--- src/rtl/div_ctrl.sv ---
// rtl/div_ctrl.sv - multi-cycle RV32M divide/remainder sequencer (restoring, one bit per cycle)
module div_ctrl #(
  parameter int DATA_W = 32
) (
  input  logic              clk,
  input  logic              rst_n,
  input  logic              start_i,
  input  logic [1:0]        op_i,
  input  logic [DATA_W-1:0] dividend_i,
  input  logic [DATA_W-1:0] divisor_i,
  input  logic [4:0]        rd_addr_i,
  input  logic              flush_i,
  output logic              busy_o,
  output logic              ready_o,
  output logic [DATA_W-1:0] result_o,
  output logic [4:0]        rd_addr_o,
  output logic              rd_wen_o
);

  localparam int CNT_W = $clog2(DATA_W);

  localparam logic [1:0] S_IDLE  = 2'd0;
  localparam logic [1:0] S_CHECK = 2'd1;
  localparam logic [1:0] S_CALC  = 2'd2;
  localparam logic [1:0] S_END   = 2'd3;

  logic [1:0]        state;
  logic [1:0]        op_q;
  logic [DATA_W-1:0] dividend_q;
  logic [DATA_W-1:0] divisor_q;
  logic [4:0]        rd_q;
  logic [DATA_W-1:0] rem;
  logic [DATA_W-1:0] quot;
  logic [DATA_W-1:0] dvsr_mag;
  logic [CNT_W-1:0]  cnt;
  logic              q_neg;
  logic              r_neg;

  logic              is_signed;
  logic              a_neg;
  logic              b_neg;
  logic [DATA_W-1:0] a_mag;
  logic [DATA_W-1:0] b_mag;
  logic              div_zero;
  logic              sgn_ovf;
  logic [DATA_W:0]   rem_sh;
  logic [DATA_W:0]   diff;
  logic              fits;
  logic [DATA_W-1:0] rem_nxt;
  logic [DATA_W-1:0] quot_nxt;
  logic              last;
  logic              ready;

  // op bit 0 set means unsigned (DIVU/REMU); bit 1 set selects the remainder
  assign is_signed = ~op_q[0];
  assign a_neg     = is_signed & dividend_q[DATA_W-1];
  assign b_neg     = is_signed & divisor_q[DATA_W-1];
  assign a_mag     = a_neg ? -dividend_q : dividend_q;
  assign b_mag     = b_neg ? -divisor_q : divisor_q;
  assign div_zero  = (divisor_q == '0);
  assign sgn_ovf   = is_signed && (dividend_q == {1'b1, {(DATA_W-1){1'b0}}}) && (divisor_q == '1);

  // One extra bit on the trial subtraction so the borrow reads out as the sign
  assign rem_sh   = {rem, quot[DATA_W-1]};
  assign diff     = rem_sh - {1'b0, dvsr_mag};
  assign fits     = ~diff[DATA_W];
  assign rem_nxt  = fits ? diff[DATA_W-1:0] : rem_sh[DATA_W-1:0];
  assign quot_nxt = {quot[DATA_W-2:0], fits};
  assign last     = (cnt == CNT_W'(DATA_W - 1));

  always_ff @(posedge clk or negedge rst_n) begin
    if (!rst_n) begin
      state      <= S_IDLE;
      op_q       <= '0;
      dividend_q <= '0;
      divisor_q  <= '0;
      rd_q       <= '0;
      rem        <= '0;
      quot       <= '0;
      dvsr_mag   <= '0;
      cnt        <= '0;
      q_neg      <= 1'b0;
      r_neg      <= 1'b0;
    end else begin
      case (state)
        S_IDLE: begin
          if (start_i && !flush_i) begin
            op_q       <= op_i;
            dividend_q <= dividend_i;
            divisor_q  <= divisor_i;
            rd_q       <= rd_addr_i;
            state      <= S_CHECK;
          end
        end
        S_CHECK: begin
          if (flush_i) begin
            state <= S_IDLE;
          end else if (div_zero) begin
            quot  <= '1;
            rem   <= dividend_q;
            state <= S_END;
          end else if (sgn_ovf) begin
            quot  <= {1'b1, {(DATA_W-1){1'b0}}};
            rem   <= '0;
            state <= S_END;
          end else begin
            // quot doubles as the dividend shift register, emptied MSB first
            quot     <= a_mag;
            rem      <= '0;
            dvsr_mag <= b_mag;
            q_neg    <= a_neg ^ b_neg;
            r_neg    <= a_neg;
            cnt      <= '0;
            state    <= S_CALC;
          end
        end
        S_CALC: begin
          if (flush_i) begin
            state <= S_IDLE;
          end else begin
            cnt <= cnt + CNT_W'(1);
            if (last) begin
              quot  <= q_neg ? -quot_nxt : quot_nxt;
              rem   <= r_neg ? -rem_nxt : rem_nxt;
              state <= S_END;
            end else begin
              quot <= quot_nxt;
              rem  <= rem_nxt;
            end
          end
        end
        default: begin
          state <= S_IDLE;
        end
      endcase
    end
  end

  // A flush landing on the END cycle suppresses the writeback
  assign ready     = (state == S_END) && !flush_i;
  assign busy_o    = (state == S_CHECK) || (state == S_CALC);
  assign ready_o   = ready;
  assign rd_wen_o  = ready;
  assign result_o  = ready ? (op_q[1] ? rem : quot) : '0;
  assign rd_addr_o = ready ? rd_q : 5'd0;

endmodule

--- config.mk ---
export PLATFORM = sky130hd
export DESIGN_NAME = div_ctrl
export DESIGN_NICKNAME = d
export VERILOG_FILES = /design/src/rtl/div_ctrl.sv
export SDC_FILE = /design/constraint.sdc
export NUM_CORES = 1
export LEC_CHECK = 0
export CAP_MARGIN = 10
export CORE_MARGIN = 5
export CORE_UTILIZATION = 64
export DETAILED_ROUTE_END_ITERATION = 8
export PLACE_DENSITY = 0.87
export SYNTH_ARGS = -nofsm -noshare
export SYNTH_HDL_FRONTEND = slang
export SYNTH_SLANG_ARGS = --single-unit
--- constraint.sdc ---
create_clock -name clk -period 9.15 [get_ports clk]
set_clock_uncertainty 0.05 [all_clocks]
set_input_delay 1.83 -clock clk [delete_from_list [all_inputs] [get_ports clk]]
set_output_delay 1.83 -clock clk [all_outputs]
set_load 0.1 [all_outputs]
==> summary.md <==
| Metric | Value |
|---|---|
| Status | finished, final reports clean |
| Die X | 157 um |
| RR Endpoint | rem[24] |
| CTS Buf Count | 17 |
| Aggregate global routing overflow | 0 |
| Wire per inst | 20.8 um |
| Ys async rst share | 1.00 |
| # IOs | 115 |
| Max-slew headroom | 0.183 |
| Arrival @ worst endpoint | 5170 ps |
| DRT Pass-1 Iters | 6 |
| Period minus WS final | 7050 ps |
| Post-Synthesis Cells | 1647 |
| Post-Layout Cell Count | 1972 |
| YS warnings | 0 |
| Row Count | 53 |
| First-pass GRT wire length | 65.3 mm |
| P&R area growth vs syn | 12.6% |
| Nets | 1803 |
| Sequential area share after synthesis | 0.320 |
| Die area | 24500 um^2 |
| Fraction of layout cells with a size suffix above 1 | 0.0926 |
| Reg2Reg Launch Point | quot[31] |
| Fin crit share | 0.770 |
| Fin. max-slew vios | 0 |
| VDD IR max | 0.000471 V |
| Core Area | 21100 um^2 |
| Root Buffer Master | clkbuf_16 |
| Synth area leaders | dfrtp_1 (32%), mux2_2 (6.1%), a21oi_1 (5.4%), xor2_1 (4.3%), nand2_1 (4.3%) |
| Setup crit start | flush_i |
| RSZ-0062 raised after global routing | no |
| Fmax | 142 MHz |
| Syn avg cell area | 8.35 um^2 |
| Critical Path Sink | rd_addr_o[1] |
| Final Hold Fails | 0 |
| Clk buf depth | 2 |
| Min-Delay Path Class | reg -> reg |
| Pin count of the biggest net entering global routing | 99 |
| Clk_lat worst skew | 450 ps |
| P_leak | 0.00638 uW |
| FF-to-FF setup slack | 2820 ps |
| Cell Pwr Density | 447 nW/um^2 |
| Clk slew on worst S/H paths | 70 ps |
| Initial Util | 0.652 |
| Total track usage | 0.330 |
| Fill count | 1617 |
| Worst setup path category | in -> out |
| Share of the synthesized area in the top cell type | 0.320 |
| Slew @ Worst Pin | 1220 ps |
| Yosys cell types | 91 |
| Syn Nets | 1767 |
| Routed WL | 40.9 mm |
| Hold slack | 454 ps |
| Hold_buf cts | 0 |
| Final setup violation count | 0 |
| Initial antenna violation count | 0 |
| Drt drc | 0 |
| H-tree depth | 4 |
| Commonest non-fill, non-tap cell in the layout | dfrtp_1 |
| Largest area contributor in the netlist | dfrtp_1 |
| Fin util | 0.734 |
| CTS sink count | 176 |
| Cell total after placement | 1939 |
| Post-Syn Area | 13700 um^2 |
| Most frequent cells in the layout | dfrtp_1 (175), nand2_1 (156), nor2_1 (153), a21oi_1 (149), o21ai_0 (115) |
| Startpoint Class | primary input |
| Antenna Nets Post-Route | 0 |
| Number of synthesized flops with an enable pin | 0 |
| Max-Cap Viols | 0 |
| Main synth FF type | dfrtp_1 |
| #FFs+latches synth | 176 |
| Die Span Y | 157 um |
| # resized after CTS | 0 |
| Vias per inst | 6.69 |
| CP Capture Type | output pin |
| TritonCTS clock tree | built |
| Via count | 13200 |
| Worst-case reg-to-reg path depth | 22 |
| Number of global-route vias before repair | 12700 |
| Storage element area | 4410 um^2 |
| Placer Congestion | 0.970 |
| Post-CTS Repair Setup Buffers | 0 |
| CP max FO | 33 |
| DPL Wire Length | 29.2 mm |
| Total power | 6920 uW |
| DR iter-0 viols | 1526 |
| Sum Neg Setup Slack | 0 ps |
| Footprint of the multi-input gates | 8710 um^2 |
| Req. time, crit path | 7270 ps |
| Port Buf Inserts | 114 |
## cell type report
| cell class | count | share of cell area |
|---|---|---|
| diodes | 1 | 0.000162 |
| inverters | 61 | 0.0150 |
| clock inverters | 14 | 0.00938 |
| clock buffers | 18 | 0.0284 |
| flip-flops and latches | 176 | 0.285 |
| multi-input cells | 1306 | 0.563 |
| well taps | 275 | 0.0222 |
| repair buffers | 121 | 0.0772 |
## worst min path at each step
stage                      start            to  depth (start not counted)
floorplan           dvsr_mag[20]  dvsr_mag[20]                          2
global placement    dvsr_mag[20]  dvsr_mag[20]                          2
detailed placement  dvsr_mag[20]  dvsr_mag[20]                          2
CTS                      rd_q[1]       rd_q[1]                          1
global route             rd_q[1]       rd_q[1]                          1
finish                   rd_q[1]       rd_q[1]                          1
## cells in the mapped netlist, drive strengths merged, types with 20 or more instances
| cell | instances |
|---|---|
| a211oi | 20 |
| o21ai | 134 |
| nor2 | 155 |
| dfrtp | 176 |
| nor3 | 48 |
| a221oi | 23 |
| nor4 | 24 |
| inv | 61 |
| nand2 | 156 |
| xor2 | 68 |
| xnor2 | 64 |
| mux2 | 75 |
| a21oi | 150 |
| ha | 44 |
| nand4 | 24 |
| a31oi | 25 |
| mux2i | 48 |
| clkbuf | 73 |
| buf | 31 |
## state kept, by name (all words and copies together), names as in the netlist
register	flops
dvsr_mag	32
cnt	5
q_neg	1
rd_q	5
divisor_q	32
r_neg	1
dividend_q	32
op_q	2
state	2
rem	32
quot	32
## worst max-delay path, cell delays in order
cell,delay (ps)
clkdlybuf4s50_1,550
inv_1,280
nand2_1,730
inv_1,440
and2_1,190
clkdlybuf4s50_1,1140
## metal layers
| layer | global-route usage | share of wire |
|---|---|---|
| met2 | 0.531 | 0.46 |
| met3 | 0.0678 | 0.088 |
| met4 | 0.169 | 0.050 |
| met5 | 0 | 0 |
| met1 | 0.421 | 0.40 |
## through the flow
step | cell area [um^2] | setup slack (ps)
3_3_place_gp | 14900 | 2260
4_1_cts | 15500 | 2060
6_report | 15500 | 2100
3_5_place_dp | 14900 | 2080
2_1_floorplan | 13700 | 3670
5_1_grt | 15500 | 1880
## kinds of logic (layout without fill, tap and decap cells)
| kind of cell | count (synthesis) | count (layout) | share of synthesized area |
|---|---|---|---|
| AO/OA/AOI/OAI | 482 | 482 | 0.224 |
| XOR/XNOR | 132 | 132 | 0.0841 |
| adder cells (fa/ha/maj) | 45 | 45 | 0.0415 |
| buffers and inverters | 165 | 214 | 0.0486 |
| flip-flops | 176 | 176 | 0.320 |
| multiplexers | 123 | 123 | 0.0967 |
| other | 0 | 1 | 0 |
| AND/OR/NAND/NOR | 524 | 524 | 0.185 |
## report_power, final
part | internal, uW | switching, uW | leakage (uW)
Clock | 370 | 369 | 0.000284
Combinational | 1730 | 2700 | 0.00394
Sequential | 1140 | 611 | 0.00216
Total | 3240 | 3680 | 0.00638
Note: power is estimated with default switching activity, not from simulation.
